==> src/rtl/nabp_image_ram_responder.sv <==
// nabp_image_ram_responder: fetches one image line from RAM through the image addresser and feeds it to the PE chain
module nabp_image_ram_responder #(
  parameter int ADDR_W           = 12,
  parameter int DATA_W           = 8,
  parameter int NO_OF_PARTITIONS = 4,
  parameter int LINE_LEN         = 256,
  parameter int IMAGE_WORDS      = 4096
) (
  input  logic              clk,
  input  logic              reset_n,
  input  logic              start,
  output logic              busy,
  output logic              done,
  output logic              ir_kick,
  output logic              ir_enable,
  input  logic [ADDR_W-1:0] ir_addr,
  output logic              mem_rd_en,
  output logic [ADDR_W-1:0] mem_addr,
  input  logic [DATA_W-1:0] mem_rdata,
  input  logic              pe_ready,
  output logic              pe_valid,
  output logic [DATA_W-1:0] pe_data,
  output logic              addr_err
);
  localparam int CW = $clog2(LINE_LEN + 1);
  typedef enum logic [2:0] {IDLE, KICK, DELAY, STREAM, DRAIN} state_t;
  state_t            st_q, st_d;
  logic [3:0]        dly_q;
  logic [CW-1:0]     cnt_q;
  logic              drn_q, busy_q, kick_q, done_q, v1_q, pv_q, err_q;
  logic [DATA_W-1:0] pd_q;
  assign ir_enable = st_q == STREAM && pe_ready;
  assign mem_rd_en = ir_enable;
  assign mem_addr  = ir_enable ? ir_addr : '0;
  assign busy      = busy_q;
  assign ir_kick   = kick_q;
  assign done      = done_q;
  assign pe_valid  = pv_q;
  assign pe_data   = pd_q;
  assign addr_err  = err_q;
  // next-state decode; unknown encodings fall back to IDLE
  always_comb begin
    st_d = IDLE;
    case (st_q)
      IDLE:    st_d = start ? KICK : IDLE;
      KICK:    st_d = DELAY;
      DELAY:   st_d = dly_q == '0 ? STREAM : DELAY;
      STREAM:  st_d = (mem_rd_en && cnt_q == CW'(LINE_LEN - 1)) ? DRAIN : STREAM;
      DRAIN:   st_d = drn_q ? IDLE : DRAIN;
      default: st_d = IDLE;
    endcase
  end
  // state, counters, registered status outputs and the two-stage read pipeline
  always_ff @(posedge clk) begin
    if (!reset_n) begin
      st_q   <= IDLE;
      dly_q  <= '0;
      cnt_q  <= '0;
      drn_q  <= 1'b0;
      busy_q <= 1'b0;
      kick_q <= 1'b0;
      done_q <= 1'b0;
      v1_q   <= 1'b0;
      pv_q   <= 1'b0;
      pd_q   <= '0;
      err_q  <= 1'b0;
    end else begin
      st_q   <= st_d;
      busy_q <= st_d != IDLE;
      kick_q <= st_d == KICK;
      done_q <= st_q == DRAIN && !drn_q;
      drn_q  <= st_q == DRAIN;
      dly_q  <= st_q == KICK ? 4'(NO_OF_PARTITIONS - 1) : st_q == DELAY ? dly_q - 4'd1 : dly_q;
      cnt_q  <= st_q == KICK ? '0 : mem_rd_en ? cnt_q + CW'(1) : cnt_q;
      v1_q   <= mem_rd_en;
      pv_q   <= v1_q;
      pd_q   <= mem_rdata;
      err_q  <= err_q | (mem_rd_en && 32'(ir_addr) >= IMAGE_WORDS);
    end
  end
endmodule

==> config.mk <==
export PLATFORM = sky130hd
export DESIGN_NAME = nabp_image_ram_responder
export DESIGN_NICKNAME = d
export VERILOG_FILES = /design/src/rtl/nabp_image_ram_responder.sv
export SDC_FILE = /design/constraint.sdc
export NUM_CORES = 1
export LEC_CHECK = 0
export ABC_AREA = 1
export CORE_UTILIZATION = 24
export CTS_BUF_LIST = sky130_fd_sc_hd__clkbuf_4 sky130_fd_sc_hd__clkbuf_8 sky130_fd_sc_hd__clkbuf_16
export CTS_CLUSTER_SIZE = 8
export DETAILED_ROUTE_END_ITERATION = 16
export GPL_TIMING_DRIVEN = 0
export PLACE_DENSITY_LB_ADDON = 0.2
export SYNTH_ARGS = -nofsm -noshare
export SYNTH_HDL_FRONTEND = slang
export SYNTH_SLANG_ARGS = --single-unit
==> constraint.sdc <==
create_clock -name clk -period 1.51 [get_ports clk]
set_input_delay 0.151 -clock clk [delete_from_list [all_inputs] [get_ports clk]]
set_output_delay 0.151 -clock clk [all_outputs]
set_load 0.02 [all_outputs]
# [After elaboration in Yosys (flattened, before gate mapping)]
# Index checks and enable logic that the tools add are counted.
[classes] n_mux=8 n_bitwise=1 n_addsub=2 n_reduce_logical=9 n_eq_ne=6
[ops] op="$pmux 3 s5" n=1
[ops] op="$mux 12" n=1
[ops] op="$add 9x1->9 const B" n=1
[ops] op="$eq 9x8->1 const B" n=1
[ops] op="$eq 3x1->1 const B" n=2
[ops] op="$eq 3x2->1 const B" n=2
[ops] op="$mux 3" n=2
[ops] op="$logic_not 4->1" n=1
[ops] op="$mux 2" n=2
[ops] op="$sub 4x1->4 const B" n=1
[ops] op="$eq 3x3->1 const B" n=1
[ops] op="$logic_and 1x1->1" n=3
[ops] op="$logic_not 3->1" n=1
[ops] op="$reduce_bool 3->1" n=1
[ops] op="$mux 1" n=2
[ops] op="$reduce_bool 2->1" n=1
[ops] op="$reduce_or 2->1" n=1
[ops] op="$logic_not 1->1" n=1
[ops] op="$not 1->1" n=1
[totals] word_cells=37 reg_bits=30

# [Longest topological paths before layout]
[depth] word_depth=6 depth_mapped=12 mapped_depth_nobuf=12

# [Worst setup path before layout]
# No wires, ideal clock.
[synth_timing] kind="reg-to-reg" startpoint="register cnt_q[0]" endpoint="register busy_q, in the netlist busy" setup_slack_ps=138 synth_period_minus_slack_ps=1372 stages_incl_launch_ff=12 n_path_buf=0 t_arrival_ps=1259 t_required_ps=1396 cell_sequence="dfxtp_1 ha_1 nand2_1 inv_1 nand3_1 nor2_1 ha_1 a21oi_1 nor2_1 nand2_1 nand2_1 nand2_1"
[synth_between] elab_chain_len=5
[synth_lines] element="start, declared" line="29" rtl="logic [CW-1:0] cnt_q;"
[synth_lines] element="start signal, assigned" line="74" rtl="cnt_q <= st_q == KICK ? '0 : mem_rd_en ? cnt_q + CW'(1) : cnt_q;"
[synth_lines] element="$eq 9x8->1" line="48" rtl="STREAM: st_d = (mem_rd_en && cnt_q == CW'(LINE_LEN - 1)) ? DRAIN : STREAM;"
[synth_lines] element="$logic_and 1x1->1" line="48"
[synth_lines] element="$mux 3" line="48"
[synth_lines] element="$pmux 3 s5" line="44" rtl="case (st_q)"
[synth_lines] element="$reduce_bool 3->1" line="69" rtl="busy_q <= st_d != IDLE;"
[synth_lines] element="end signal, assigned" line="60" rtl="busy_q <= 1'b0;"
[synth_lines] element="end signal, assigned" line="69"
[synth_lines] element="end, declared" line="30" rtl="logic drn_q, busy_q, kick_q, done_q, v1_q, pv_q, err_q;"
# Every way passes these cells.
# A chain may end at the register's enable or synchronous reset.

# [Worst setup path after layout]
[layout_timing] startpoint="register st_q[2]" endpoint="output port mem_addr[3]"
[layout_between] elab_chain_len=3
[layout_lines] element="start, declared" line="27" rtl="state_t st_q, st_d;"
[layout_lines] element="start signal, assigned" line="68" rtl="st_q <= st_d;"
[layout_lines] element="$eq 3x2->1" line="32" rtl="assign ir_enable = st_q == STREAM && pe_ready;"
[layout_lines] element="$logic_and 1x1->1" line="32"
[layout_lines] element="$mux 12" line="34" rtl="assign mem_addr = ir_enable ? ir_addr : '0;"
[layout_lines] element="end, declared" line="18" rtl="output logic [ADDR_W-1:0] mem_addr,"
# Every way passes these cells.

==> results.cfg <==
[cts]
cts.sinks = 30
clock-root-buffer = sky130_fd_sc_hd__clkbuf_8
postCtsHoldBufs = 0
clk_pin_slew_ps = 70
cts_tree = done
cts_made_buffers = 5
clock_tree.htree_level_count = 2
clk_path_buf_depth = 2
worst_skew_pair.late_latency_ps = 280

[global_routing]
antenna_found_initial = 0
grt_use_met3_pct = 4.10
grt-busiest-layer = met2
gr-usage-met2_pct = 17.7
number_of_global_route_vias_before_repair = 1055
use_met1_pct = 11.8
grt.overflow.total = 0
grt_max_degree = 11
grt_pass1_wl_mm = 4.46
global_route.usage.total_pct = 10.6

[logic_synthesis]
synth.top_cells.by_count = 39 x sky130_fd_sc_hd__inv_1, 37 x sky130_fd_sc_hd__nand2_1, 32 x sky130_fd_sc_hd__nor2_1, 30 x sky130_fd_sc_hd__dfxtp_1, 10 x sky130_fd_sc_hd__a21oi_1
yosys.cell_count.top_type = sky130_fd_sc_hd__inv_1
post_synth_num_cell_types = 22
synth_fp_nets = 214
dominantRegCellSynth = sky130_fd_sc_hd__dfxtp_1
synth_top_cell_area_share_pct = 46.0
number_of_instances_in_the_synthesized_netlist = 186
synth.yosys.warnings = 0
biggest_area_contributors_in_the_synthesized_netlist = sky130_fd_sc_hd__dfxtp_1 46%, sky130_fd_sc_hd__inv_1 11%, sky130_fd_sc_hd__nand2_1 11%
yosys_register_bits = 30
async_s_r_ff_share_synth_pct = 0
yosys.area.top_type = sky130_fd_sc_hd__dfxtp_1
avgSynthCellArea_um2 = 7.02
share_of_the_yosys_chip_area_belonging_to_registers_pct = 46.0
synth_enable_flop_cells = 0
mappedNetlistArea_um2 = 1310

[final_layout]
share_of_final_layout_standard_cells_stronger_than_drive_strength_1_pct = 24.5
nets = 280
area_delta_synth_final_pct = 68.3
finalInstanceArea_um2 = 2200
n_antenna_cell = 0

[die]
floorplan.die_area_um2 = 5740
io_pins = 51
placementRows = 26
floorplan.die.width_um = 75.7
initial_utilization_pct = 25.2
fp.coreArea_um2 = 5170
chipHeight_um = 75.7

[run]
maxCapViolations = 0

[routing]
route.detailed.drc = 0
detail_route.first_pass.iterations = 4
postRouteAntennaNets = 0
postRouteWirelength_mm = 3.09
initialDrtViolationCount = 32
post_drt_wl_per_cell_um = 9.58
ratio_of_routed_vias_to_standard_cells = 3.96
via_count = 1280

[worst_hold_path]
worstHoldPathType = in2reg

[power]
power.leakage_nw = 0.988
post-layout-total-power_mw = 1.98
pwr_cell_area_nw_per_um2 = 903
worst_ir_drop_vdd_mv = 0.453

[critical_path]
data_required_time_at_the_worst_endpoint_ps = 1360
path_max_fanout = 10
critical_path.startpoint_type = flop
critPathArrivalTime_ps = 1310
timing.setup.critical_path_class = reg2out
timing.critical_path.to_type = output port

[timing]
final_hold_viol_count = 0
timing_max_transition_violations_final = 0
fin_tns_setup_ps = 0
setup-violations-final = 0
final.min_clock_period_ps = 1460
finalCritPeriodShare_pct = 96.6
timing.fmax_mhz = 685
rsz0062_at_grt = yes
final.setup_skew_ps = 2.35

[outcome]
outcome = complete, no violations

[place]
placed_cell_area_um2 = 1880
numPortBuffers = 49
place_hpwl_mm = 2.07
gp_routability_congestion = 0.735
metal layers:
layer / share of wire (%) / routed length (µm) / up-vias
met4: 2.1 / 64 / 0
met5: 0 / 0 / -
li1: - / - / 681
met1: 42 / 1310 / 558
met2: 49 / 1520 / 35
met3: 6.5 / 201 / 6
layout make-up:
class / instances / area [µm²]
buffer: 5 / 53.8
clock buffer: 6 / 82.6
clock inverter: 2 / 12.5
fill: 518 / 2980
inverter: 42 / 160
multi-input combinational: 109 / 628
sequential: 30 / 611
tap: 70 / 87.6
timing repair buffer: 59 / 561
state kept, by name, summed over array words and instances (netlist names):
| register | cells |
|---|---|
| v1_q | 1 |
| busy | 1 |
| drn_q | 1 |
| dly_q | 4 |
| pe_valid | 1 |
| done | 1 |
| cnt_q | 9 |
| ir_kick | 1 |
| pe_data | 8 |
| st_q | 3 |
repair_timing:
action / 4_1_cts / 5_1_grt
setup endpoints to repair: 15 / 16
pin swaps: 3 / 5
gates resized for setup: 64 / 50
buffers inserted: 6 / 4
report_power, final:
part	total [mW]	internal, mW	switching [mW]
logic	0.432	0.203	0.228
registers	0.880	0.851	0.0284
clock network	0.672	0.365	0.307
total	1.98	1.42	0.563
cell families (layout without fill, tap and decap cells):
family | count (synthesis) | in the layout | synth area share (%)
adders and majority gates | 4 | 4 | 3.84
buffers and inverters | 47 | 114 | 14.5
other | 1 | 1 | 0.287
DFF | 30 | 30 | 46.0
xor gates and xnor gates | 2 | 2 | 1.34
AOI/OAI and AO/OA | 16 | 16 | 6.14
and+or+nand+nor | 86 | 86 | 27.9
layout by cell type (no fill, tap or decap), drive strengths merged, types with 4 or more instances in the layout:
cell           instances
inv                   42
nand2                 38
clkdlybuf4s50         34
nor2                  33
dfxtp                 30
buf                   24
a21oi                 10
clkbuf                10
nand3                  9
o21ai                  6
ha                     4
per-stage QoR:
stage          hold WS [ps]  utilization, %  cells  setup slack (ps)
3_5_place_dp            404            36.4    305              -598
6_report                390            42.5    323              50.9
5_1_grt                 396            42.5    323             -55.4
2_1_floorplan           249               -    186               138
3_3_place_gp            395            36.4    305              -588
4_1_cts                 380            39.1    319             -18.5
worst max-delay path, stage by stage, from the launching register on:
cell,delay (ps)
sky130_fd_sc_hd__dfxtp_1,310
sky130_fd_sc_hd__inv_2,70
sky130_fd_sc_hd__nand4_4,130
sky130_fd_sc_hd__buf_8,160
sky130_fd_sc_hd__buf_12,150
sky130_fd_sc_hd__nor2_4,90
sky130_fd_sc_hd__buf_6,120
path summary, 6_finish.rpt:
| kind | cells past startpoint | from | slack, ps | endpoint |
|---|---|---|---|---|
| max | 6 | st_q[2]$_SDFF_PN0_ | 50 | mem_addr[3] |
| min | 3 | mem_rdata[7] | 390 | pe_data[7]$_SDFF_PN0_ |
| max reg2reg | 11 | cnt_q[1]$_SDFFE_PP0N_ | 70 | busy$_SDFF_PN0_ |
| min reg2reg | 2 | v1_q$_SDFF_PN0_ | 410 | pe_valid$_SDFF_PN0_ |
Note: power is estimated with default switching activity, not from simulation.
